File: src/rtl/exception_status_unit.sv
// Exception status unit: classifies ALU/mul-div exceptions into rstatus codes,
// issues one-cycle rstatus writes, buffers one collision, keeps debug state.
//
// Ports:
//   clock, reset (async active-low)
//   ex_valid, ex_opcode, ex_aluop, alu_overflow : EX-stage ALU overflow source
//   md_done, md_is_div, md_exception            : mul/div exception source
//   clear_status                                : sync clear of sticky/counter
//   ex_suppress_rd                              : comb, block rd write this cycle
//   stall_req                                   : pending slot occupied
//   wb_rstatus_we/addr/value                    : writeback request
//   sticky_code, exc_count                      : debug state
module exception_status_unit #(
    parameter int DATA_WIDTH   = 32,
    parameter int REG_ADDR_W   = 5,
    parameter int RSTATUS_ADDR = 30,
    parameter int COUNT_W      = 8
) (
    input  logic                  clock,
    input  logic                  reset,
    input  logic                  ex_valid,
    input  logic [4:0]            ex_opcode,
    input  logic [4:0]            ex_aluop,
    input  logic                  alu_overflow,
    input  logic                  md_done,
    input  logic                  md_is_div,
    input  logic                  md_exception,
    input  logic                  clear_status,
    output logic                  ex_suppress_rd,
    output logic                  stall_req,
    output logic                  wb_rstatus_we,
    output logic [REG_ADDR_W-1:0] wb_rstatus_addr,
    output logic [DATA_WIDTH-1:0] wb_rstatus_value,
    output logic [2:0]            sticky_code,
    output logic [COUNT_W-1:0]    exc_count
);

    localparam logic [2:0] CODE_ADD  = 3'd1;
    localparam logic [2:0] CODE_ADDI = 3'd2;
    localparam logic [2:0] CODE_SUB  = 3'd3;
    localparam logic [2:0] CODE_MUL  = 3'd4;
    localparam logic [2:0] CODE_DIV  = 3'd5;

    logic               we_q, we_d;
    logic [2:0]         code_q, code_d;
    logic               pend_v_q, pend_v_d;
    logic [2:0]         pend_code_q, pend_code_d;
    logic [2:0]         sticky_q, sticky_d;
    logic [COUNT_W-1:0] cnt_q, cnt_d;

    logic               is_add, is_sub, is_addi;
    logic               ea, em;
    logic [2:0]         alu_code, md_code;

    assign is_add  = (ex_opcode == 5'b00000) && (ex_aluop == 5'b00000);
    assign is_sub  = (ex_opcode == 5'b00000) && (ex_aluop == 5'b00001);
    assign is_addi = (ex_opcode == 5'b00101);

    assign ea = ex_valid && alu_overflow && (is_add || is_sub || is_addi);
    assign em = md_done && md_exception;

    always_comb begin
        alu_code = CODE_ADD;
        if (is_sub) begin
            alu_code = CODE_SUB;
        end else if (is_addi) begin
            alu_code = CODE_ADDI;
        end
    end

    assign md_code = md_is_div ? CODE_DIV : CODE_MUL;

    // Output register and pending slot. The pending entry always drains
    // first; upstream is stalled while it is occupied.
    always_comb begin
        we_d        = 1'b0;
        code_d      = code_q;
        pend_v_d    = 1'b0;
        pend_code_d = pend_code_q;
        if (pend_v_q) begin
            we_d   = 1'b1;
            code_d = pend_code_q;
        end else if (ea && em) begin
            we_d        = 1'b1;
            code_d      = alu_code;
            pend_v_d    = 1'b1;
            pend_code_d = md_code;
        end else if (ea) begin
            we_d   = 1'b1;
            code_d = alu_code;
        end else if (em) begin
            we_d   = 1'b1;
            code_d = md_code;
        end
    end

    // Debug state tracks the strobe being loaded, so it is current in the
    // same cycle the strobe is visible. A clear coinciding with that load
    // leaves the new code and a count of one.
    always_comb begin
        sticky_d = clear_status ? 3'd0 : sticky_q;
        cnt_d    = clear_status ? '0 : cnt_q;
        if (we_d) begin
            sticky_d = code_d;
            if (cnt_d != {COUNT_W{1'b1}}) begin
                cnt_d = cnt_d + 1'b1;
            end
        end
    end

    always_ff @(posedge clock or negedge reset) begin
        if (!reset) begin
            we_q        <= 1'b0;
            code_q      <= 3'd0;
            pend_v_q    <= 1'b0;
            pend_code_q <= 3'd0;
            sticky_q    <= 3'd0;
            cnt_q       <= '0;
        end else begin
            we_q        <= we_d;
            code_q      <= code_d;
            pend_v_q    <= pend_v_d;
            pend_code_q <= pend_code_d;
            sticky_q    <= sticky_d;
            cnt_q       <= cnt_d;
        end
    end

    assign ex_suppress_rd   = ea;
    assign stall_req        = pend_v_q;
    assign wb_rstatus_we    = we_q;
    assign wb_rstatus_addr  = REG_ADDR_W'(RSTATUS_ADDR);
    assign wb_rstatus_value = DATA_WIDTH'(code_q);
    assign sticky_code      = sticky_q;
    assign exc_count        = cnt_q;

    // Upstream must not present events while the pending slot drains.
    a_no_event_while_pending : assert property (
        @(posedge clock) disable iff (!reset) pend_v_q |-> !(ea || em)
    );

endmodule

File: config.mk
export PLATFORM = sky130hd
export DESIGN_NAME = exception_status_unit
export DESIGN_NICKNAME = d
export VERILOG_FILES = /design/src/rtl/exception_status_unit.sv
export SDC_FILE = /design/constraint.sdc
export NUM_CORES = 1
export LEC_CHECK = 0
export CAP_MARGIN = 10
export CORE_ASPECT_RATIO = 1.75
export CORE_MARGIN = 5
export CORE_UTILIZATION = 36
export CTS_BUF_LIST = sky130_fd_sc_hd__clkbuf_4 sky130_fd_sc_hd__clkbuf_8
export CTS_CLUSTER_SIZE = 20
export DETAILED_ROUTE_END_ITERATION = 12
export HOLD_SLACK_MARGIN = 0.05
export PLACE_DENSITY = 0.8
export SLEW_MARGIN = 20
export SYNTH_ARGS = -nofsm -noshare
export SYNTH_HDL_FRONTEND = slang
export SYNTH_SLANG_ARGS = --single-unit
File: constraint.sdc
create_clock -name clock -period 1.58 [get_ports clock]
set_input_delay 0.474 -clock clock [delete_from_list [all_inputs] [get_ports clock]]
set_output_delay 0.474 -clock clock [all_outputs]
set_load 0.005 [all_outputs]
Word-level counts from Yosys, hierarchy flattened:

Cells that the tools add are included.

* equal/unequal tests: 3
* bitwise operators: 1
* reductions and logical operators: 12
* add/subtract/negate cells: 1
* mux-type cells: 18

Operator list (number)
* 2-to-1 mux 8 bit: 3
* 2-to-1 mux 3 bit: 7
* zero test 5 bit: 2
* adder 8 x 1 -> 8 bit, second input constant: 1
* inequality test 8 bit, second input constant: 1
* 2-to-1 mux 1 bit: 7
* logical AND 1 bit: 6
* equality test 5 x 1 -> 1 bit, second input constant: 1
* equality test 5 x 3 -> 1 bit, second input constant: 1
* logical OR 1 bit: 2
* 2-to-1 mux 2 bit: 1
* AND reduction 2 bit: 1
* nonzero test 2 bit: 1
* inverter 1 bit: 1

* word-level logic and storage cells: 41
* register bits after elaboration: 19
* bits of input ports: 18
* output and inout port bits: 51

Depth between registers and ports, before layout:

Gate-level depths: netlist of the first run.

* depth in word-level cells: 9
* mapped depth: 8
* mapped depth without buffers: 7

Worst setup path before layout of the first run:

OpenSTA, ideal clock, no wires.

* path kind: input to register
* start point: in clear_status
* end point: reg cnt_q[1] (netlist: exc_count[1])
* arrival time: 1.697 ns
* library setup time: 0.125 ns
* stages on the path: 7
* path slack: -0.242 ns
* buffers on the path: 1
* data required time: 1.455 ns
* path through: buf_6 -> nor2b_1 -> ha_1 -> and2_2 -> nand3_1 -> nand2_1 -> mux2_4

* cells in the longest elaborated chain, start to end: 4
* elaborated cells on any way between the ends: 5

Ends and longest elaborated chain
* start: declaration: line 28 `input logic clear_status,`
* 2-to-1 mux 8 bit *: line 102 `cnt_d = clear_status ? '0 : cnt_q;`
* adder 8 x 1 -> 8 bit / inequality test 8 bit (equally long branches): line 106, 105
* 2-to-1 mux 8 bit: line 105 `if (cnt_d != {COUNT_W{1'b1}}) begin`
* 2-to-1 mux 8 bit *: line 103 `if (we_d) begin`
* via cnt_d[1]: line 49 `logic [COUNT_W-1:0] cnt_q, cnt_d;`
* end signal: assignment: line 125 `cnt_q <= cnt_d;`
* end: declaration: line 49

Mark *: on every way through the listed nets, which the timed path passes. The rest lies on a longest branch.
A chain may end at the register's enable or synchronous reset.

Worst setup path in the final report of the first run:

* start point: in ex_opcode[4]
* end point: reg cnt_q[6] (netlist: exc_count[6])

* cells in the longest elaborated chain, start to end: 9
* elaborated cells on any way between the ends: 12

Ends and longest elaborated chain
* start: declaration: line 22 `input logic [4:0] ex_opcode,`
* zero test 5 bit: line 55, 56
* logical AND 1 bit (on tied branches): line 55, 56
* logical OR 1 bit: line 59 `assign ea = ex_valid && alu_overflow && (is_add || is_sub || is_addi);`
* logical OR 1 bit *: line 59
* logical AND 1 bit *: line 59
* 2-to-1 mux 1 bit / logical AND 1 bit (equally long branches): line 88, 83
* 2-to-1 mux 1 bit *: line 83 `end else if (ea && em) begin`
* 2-to-1 mux 1 bit *: line 80 `if (pend_v_q) begin`
* 2-to-1 mux 8 bit *: line 103
* via cnt_d[6]: line 49

Marked as above.

==> metrics.txt, run 1 <==
die extent in x roughly 54 µm; post-DP HPWL around 2400 µm; first-pass GRT wire length about 4900 µm; sequential standard cell area about 450 µm²; share of layout cells above drive strength 1 a little over two fifths; clk sinks 18; Internal Power 847 µW; vias in the first global route 1177; crit-path max FO 6; via count 1116; Root Driver clkbuf_8; Main synth FF type dfrtp_1; Pre-antenna DRT Iters 4; Placed Area between 0.0015 and 0.002 mm²; # fillers about 280; status finished with violations; failing checks setup timing; Longest Clk Path Bufs 2; final setup fails 11; Worst EP arrival ~1.9 ns; Max Slew Vio Count 0; Synth Area per Inst 9.91 µm²; Max Freq 0.576 GHz; sw power 270 µW; Seq/Total Area, Yosys a little over a third; Routed WL per cell 13.6 µm; final core utilization 59.1%; Worst-path clk slew 0.07 ns; worst slack at placement -0.853 ns; largest net degree at the start of global routing 19; Final ANT Viol Nets 0; Switching Fraction ~24%; final period utilization 110%; Register-to-Register Path Depth 8; Worst-Skew Late Latency 0.25 ns; Via density approximately 4.5; P_leak 1.05 nW; pwr dens about 570 mW/mm²; FFs w/ async S/R, synth between 90% and 100%; Yosys Warn Count 0; Post-CTS Hold Buffers 0; synthesized flop and latch total 18; CP Capture Type register; io pins between 60 and 70; Req. time, crit path 1.72 ns; min Tclk post-route ~1.7 ns; RSZ-0062 raised after global routing yes; Syn Std Cell Area 0.00123 mm²; Synth cell types 42; Tot Pwr 1.12 mW; # DRC 0; VDD IR-drop max 0.000386 V; GRT overflow 0; H-tree depth 1; core area 0.00333 mm²; Clock Skews 0.00306 ns; initial antenna violation count 0; Tot GR Track Use 14.0%; Max Cap Violations 0; Worst Setup Start Kind primary input; Hold Path Depth 1; Seq pwr share 44.1%; Initial DRC Count 21; setup_tns -1.16 ns; Comb power frac 23.2%; Synth Instances 124; Final Hold Viols 0; Crit Path Category primary input to register; number of diodes 0; # rows 28; Die ar. 0.00473 mm²; Final nets ~220; Multi-input gate area 711 µm²; Area growth, synth to finish 60.2%; Final WS setup -0.158 ns; Final Cell Area 0.00197 mm²; number of enable flip-flop cells after synthesis 0; CTS Buf Count 3; final WL between 3000 and 4000 µm; CTS tree built; gpl congestion 0.742; Initial Utilization 36.9%; Die H 87.3 µm; IO Port Bufs 34; Clk network pwr share 32.7%; min-delay worst type register to register
[routing by layer]
metal / share of wire [%] / track usage [%] / wire (µm)
met2: 55 / 26.4 / 1850
met5: 0 / 0 / 0
met4: 1.6 / 5.90 / 55
met3: 9.0 / 4.80 / 303
met1: 34 / 12.5 / 1150
[power by group through the flow]
stage / Sequential (mW) / Clock, mW / Combinational [mW]
final: 0.493 / 0.365 / 0.259
after global routing: 0.496 / 0.400 / 0.283
after CTS: 0.493 / 0.383 / 0.235
after detailed placement: 0.504 / 0 / 0.227
after global placement: 0.503 / 0 / 0.223
after floorplan: 0.503 / 0 / 0.143
[cell families after synthesis]
family	synth area share (%)
other	0.611
flip-flops	36.7
AO/OA/AOI/OAI	14.1
multiplexers	1.22
XOR/XNOR	2.14
AND/OR/NAND/NOR	20.8
adder cells (fa/ha/maj)	1.02
buffers and inverters	23.5
[cell usage after synthesis (2+ instances only)]
| cell type | n | area, µm² |
|---|---|---|
| nor2b_1 | 6 | 37.5 |
| a211oi_1 | 2 | 15.0 |
| conb_1 | 2 | 7.51 |
| xnor2_1 | 3 | 26.3 |
| dfrtp_1 | 18 | 450 |
| buf_4 | 34 | 255 |
| nand4_1 | 2 | 12.5 |
| and3_1 | 3 | 18.8 |
| buf_6 | 2 | 22.5 |
| nand3_1 | 5 | 25.0 |
| o21ai_0 | 4 | 20.0 |
| nand2_1 | 7 | 26.3 |
| a21oi_1 | 4 | 20.0 |
| nor2_1 | 3 | 11.3 |
| inv_1 | 2 | 7.51 |
[cell usage in the layout, fill, tap and decap left out, drive strengths merged, types with 2 or more instances in the layout]
cell type / count
a41oi: 2
and3: 4
nand3: 5
dlymetal6s2s: 3
nand2: 7
clkbuf: 4
inv: 3
nor2: 3
xnor2: 3
clkdlybuf4s15: 2
nor3: 2
dfrtp: 18
nand4: 2
nor2b: 6
nor4: 2
and2: 2
buf: 52
o21ai: 4
a21oi: 5
conb: 34
a211oi: 2
clkdlybuf4s50: 4
dlygate4sd2: 16
[sequential cells by signal, indices dropped and copies added, names as in the netlist]
| name | cells |
|---|---|
| code_q | 3 |
| stall_req | 1 |
| sticky_code | 3 |
| wb_rstatus_we | 1 |
| pend_code_q | 2 |
| exc_count | 8 |
[layout make-up]
cell class,instances,area share [%]
clock buffers,4,2.80
inverters,3,0.572
multi-input cells,99,36.1
flip-flops and latches,18,22.9
well taps,45,2.86
repair buffers,77,34.8
[stage by stage]
step | instances | hold WS, ns
finish | 246 | 0.469
global route | 246 | 0.499
CTS | 242 | 0.470
detailed placement | 226 | 0.454
global placement | 226 | 0.456
floorplan | 156 | 0.178
[what timing repair did]
action / in CTS / in global routing
endpoints found under the setup margin: 34 / 19
resized for setup: 73 / 16
pin swaps: 12 / 8
setup buffers: 16 / 4
[critical path: stages]
cell	delay, ns
buf_6	0.10
nor4b_4	0.31
nand2_2	0.12
buf_6	0.15
o21bai_4	0.14
a21oi_2	0.06
inv_2	0.10
buf_12	0.12
buf_6	0.10
a41o_2	0.16
nor2_1	0.04
[final timing paths]
kind / start / endpoint / slack [ns]
setup / recovery: ex_opcode[4] / exc_count[6]$_DFF_PN0_ / -0.16
hold / removal: pend_code_q[2]$_DFFE_PN0P_ / pend_code_q[2]$_DFFE_PN0P_ / 0.47
setup reg to reg: stall_req$_DFF_PN0_ / exc_count[6]$_DFF_PN0_ / 0.02
hold reg to reg: pend_code_q[2]$_DFFE_PN0P_ / pend_code_q[2]$_DFFE_PN0P_ / 0.47
max in group asynchronous: reset / pend_code_q[0]$_DFFE_PN0P_ / 0.82
min in group asynchronous: reset / sticky_code[2]$_DFFE_PN0P_ / 0.57
(Power assumes the default switching activity.)
==> run 2, diff against run 1 <==
- GPL_TIMING_DRIVEN: default -> 1
- PLACE_DENSITY: 0.8 -> 0.78
==> run 2 against run 1 <==
  * The run still ends with setup timing left
  * Wire length fell by 2.7%
  * Maximum frequency rose by 0.92%
  * Clock power fell by 17%
  * Critical path depth fell by 1
  * Cell count did not move
  * Largest power group unchanged
  * Clock-buffer cell count fell by 1
  * Non-clock buffer count rose by 1
  * Highest routed layer unchanged
  * Sequential share of layout area rose by 0.28 points
==> metrics.txt, run 2 (synthesized netlist as in run 1, its figures left out) <==
status finished with violations (unchanged); failing checks setup timing (unchanged); sw power 257 µW (was 270 µW); end of the critical path exc_count[6]$_DFF_PN0_ (unchanged); share of layout cells above drive strength 1 42.8% (was 43.8%); Worst Setup Start Kind primary input (unchanged); Die ar. 0.00473 mm² (unchanged); Area growth, synth to finish 58.2% (was 60.2%); Root Driver clkbuf_8 (unchanged); pwr dens 534 mW/mm² (was 567 mW/mm²); Final Hold Viols 0 (unchanged); Req. time, crit path 1.71 ns (was 1.72 ns); Clock Skews 0.00455 ns (was 0.00306 ns); # DRC 0 (unchanged); Pre-antenna DRT Iters 4 (unchanged); Register-to-Register Path Depth 6 (was 8); min-delay worst type register to register (unchanged); initial antenna violation count 0 (unchanged); placed cell count 227 (was 226); final WL 3270 µm (was 3360 µm); final period utilization 109% (was 110%); Routed WL per cell 13.3 µm (was 13.6 µm); max incr delay on CP 0.32 ns (was 0.31 ns); crit-path max FO 6 (unchanged); Max Cap Violations 0 (unchanged); post-DP HPWL 2420 µm (was 2390 µm); first-pass GRT wire length 4890 µm (unchanged); most frequent cells in the layout buf_4, conb_1, dfrtp_1 (unchanged); Via density 4.55 (was 4.54); # fillers 297 (was 277); GRT overflow 0 (unchanged); CP delay by family, top buffers and inverters (unchanged); Worst-Skew Late Latency 0.25 ns (about the same); Final WS setup -0.142 ns (was -0.158 ns); P_leak 1.07 nW (was 1.05 nW); Critical Path Start ex_opcode[2] (was ex_opcode[4]); Max Freq 0.581 GHz (was 0.576 GHz); Multi-input gate area 709 µm² (was 711 µm²); Worst-path clk slew 0.06 ns (was 0.07 ns); Max Slew Vio Count 0 (unchanged); RSZ-0062 raised after global routing yes (unchanged); io pins 69 (unchanged); sequential standard cell area 450 µm² (unchanged); Post-CTS Hold Buffers 0 (unchanged); Slowest cell on crit path nor4_4 (was nor4b_4); gpl congestion 0.751 (was 0.742); via count 1120 (was 1116); Internal Power 782 µW (was 847 µW); number of buffers and inverters on the critical path 4 (was 5); Final nets 222 (was 221); clk sinks 18 (unchanged); Initial Utilization 36.9% (unchanged); VDD IR-drop max 0.000380 V (was 0.000386 V); Seq pwr share 47.6% (was 44.1%); Worst EP arrival 1.85 ns (was 1.88 ns); Crit Path Category primary input to register (unchanged); CTS tree built (unchanged); # rows 28 (unchanged); number of diodes 0 (unchanged); Switching Fraction 24.7% (was 24.2%); Final ANT Viol Nets 0 (unchanged); Clk network pwr share 29.2% (was 32.7%); CP Capture Type register (unchanged); vias in the first global route 1126 (was 1177); Reg-to-Reg Start exc_count[1]$_DFF_PN0_ (was stall_req$_DFF_PN0_); Placed Area 0.00171 mm² (about the same); IO Port Bufs 34 (unchanged); largest net degree at the start of global routing 19 (unchanged); Tot Pwr 1.04 mW (was 1.12 mW); core area 0.00333 mm² (unchanged); Post-Layout Cell Count 246 (unchanged); most used cell, CP buf_6 (unchanged); H-tree depth 1 (unchanged); Initial DRC Count 14 (was 21); worst path cell trace buf_6, nor4_4, a22oi_2, buf_4, o21bai_4, a21oi_2, inv_2, buf_6, a41o_4, nor2_4 (was buf_6, nor4b_4, nand2_2, buf_6, o21bai_4, a21oi_2, inv_2, buf_12, buf_6, a41o_2, nor2_1); CTS Buf Count 3 (unchanged); internal reg-to-reg setup slack 0.04 ns (was 0.02 ns); worst slack at placement -0.876 ns (was -0.853 ns); max FFs per register 8 (unchanged); die extent in x 54.2 µm (unchanged); Final Cell Area 0.00194 mm² (was 0.00197 mm²); Die H 87.3 µm (unchanged); min Tclk post-route 1.72 ns (was 1.74 ns); Tot GR Track Use 13.5% (was 14.0%); commonest non-fill, non-tap cell in the layout buf_4 (unchanged); final setup fails 10 (was 11); WP depth 10 (was 11); Critical R2R Capture exc_count[1]$_DFF_PN0_ (was exc_count[6]$_DFF_PN0_); Longest Clk Path Bufs 2 (unchanged); Comb power frac 23.3% (was 23.2%)
==> run 2: cell count changes in the layout (fill, tap and decap cells not counted), sizes merged <==
cell / previous run / this run
dlymetal6s2s: 3 / 6
dlygate4sd2: 16 / 14
clkbuf: 4 / 3
clkdlybuf4s15: 2 / 1
clkdlybuf4s50: 4 / 5
==> run 2: cell type report <==
type,count,share of cell area [%]
clock buffer,3,2.12
multi-input combinational,99,36.5
tap,45,2.90
sequential,18,23.2
timing repair buffer,78,34.7
inverter,3,0.579
==> run 2: timing repair <==
action	CTS	global route
setup buffers	12	5
pin swaps	12	12
gates resized for setup	60	20
endpoints found under the setup margin	32	21
==> run 2: power groups by stage <==
stage / Clock, mW / Combinational, mW / Sequential (mW)
global placement: 0 / 0.221 / 0.502
floorplan: 0 / 0.143 / 0.503
finish: 0.303 / 0.242 / 0.494
CTS: 0.316 / 0.221 / 0.494
global route: 0.334 / 0.266 / 0.497
detailed placement: 0 / 0.224 / 0.503
==> run 2: how the worst min path moves through the flow <==
stage                     cells after the start                    endpoint                        from
after detailed placement                      1  pend_code_q[2]$_DFFE_PN0P_  pend_code_q[2]$_DFFE_PN0P_
after floorplan                               0         code_q[0]$_DFF_PN0_                       reset
final                                         1  pend_code_q[2]$_DFFE_PN0P_  pend_code_q[2]$_DFFE_PN0P_
after CTS                                     1  pend_code_q[2]$_DFFE_PN0P_  pend_code_q[2]$_DFFE_PN0P_
after global routing                          1  pend_code_q[2]$_DFFE_PN0P_  pend_code_q[2]$_DFFE_PN0P_
after global placement                        1  pend_code_q[2]$_DFFE_PN0P_  pend_code_q[2]$_DFFE_PN0P_
==> run 2: layer usage <==
layer / wire, µm / vias up / track usage (%)
li1: - / 523 / -
met1: 1130 / 531 / 14.4
met2: 1770 / 60 / 24.8
met3: 326 / 6 / 3.95
met4: 40 / 0 / 3.40
met5: 0 / - / 0
==> run 2: metrics by stage <==
step | setup TNS (ns) | utilization, % | hold WS, ns
4_1_cts | -0.875 | 54.7 | 0.474
5_1_grt | -1.98 | 58.4 | 0.487
3_3_place_gp | -11.08 | 51.3 | 0.452
6_report | -0.936 | 58.4 | 0.470
3_5_place_dp | -11.69 | 51.3 | 0.457
2_1_floorplan | -0.258 | - | 0.178
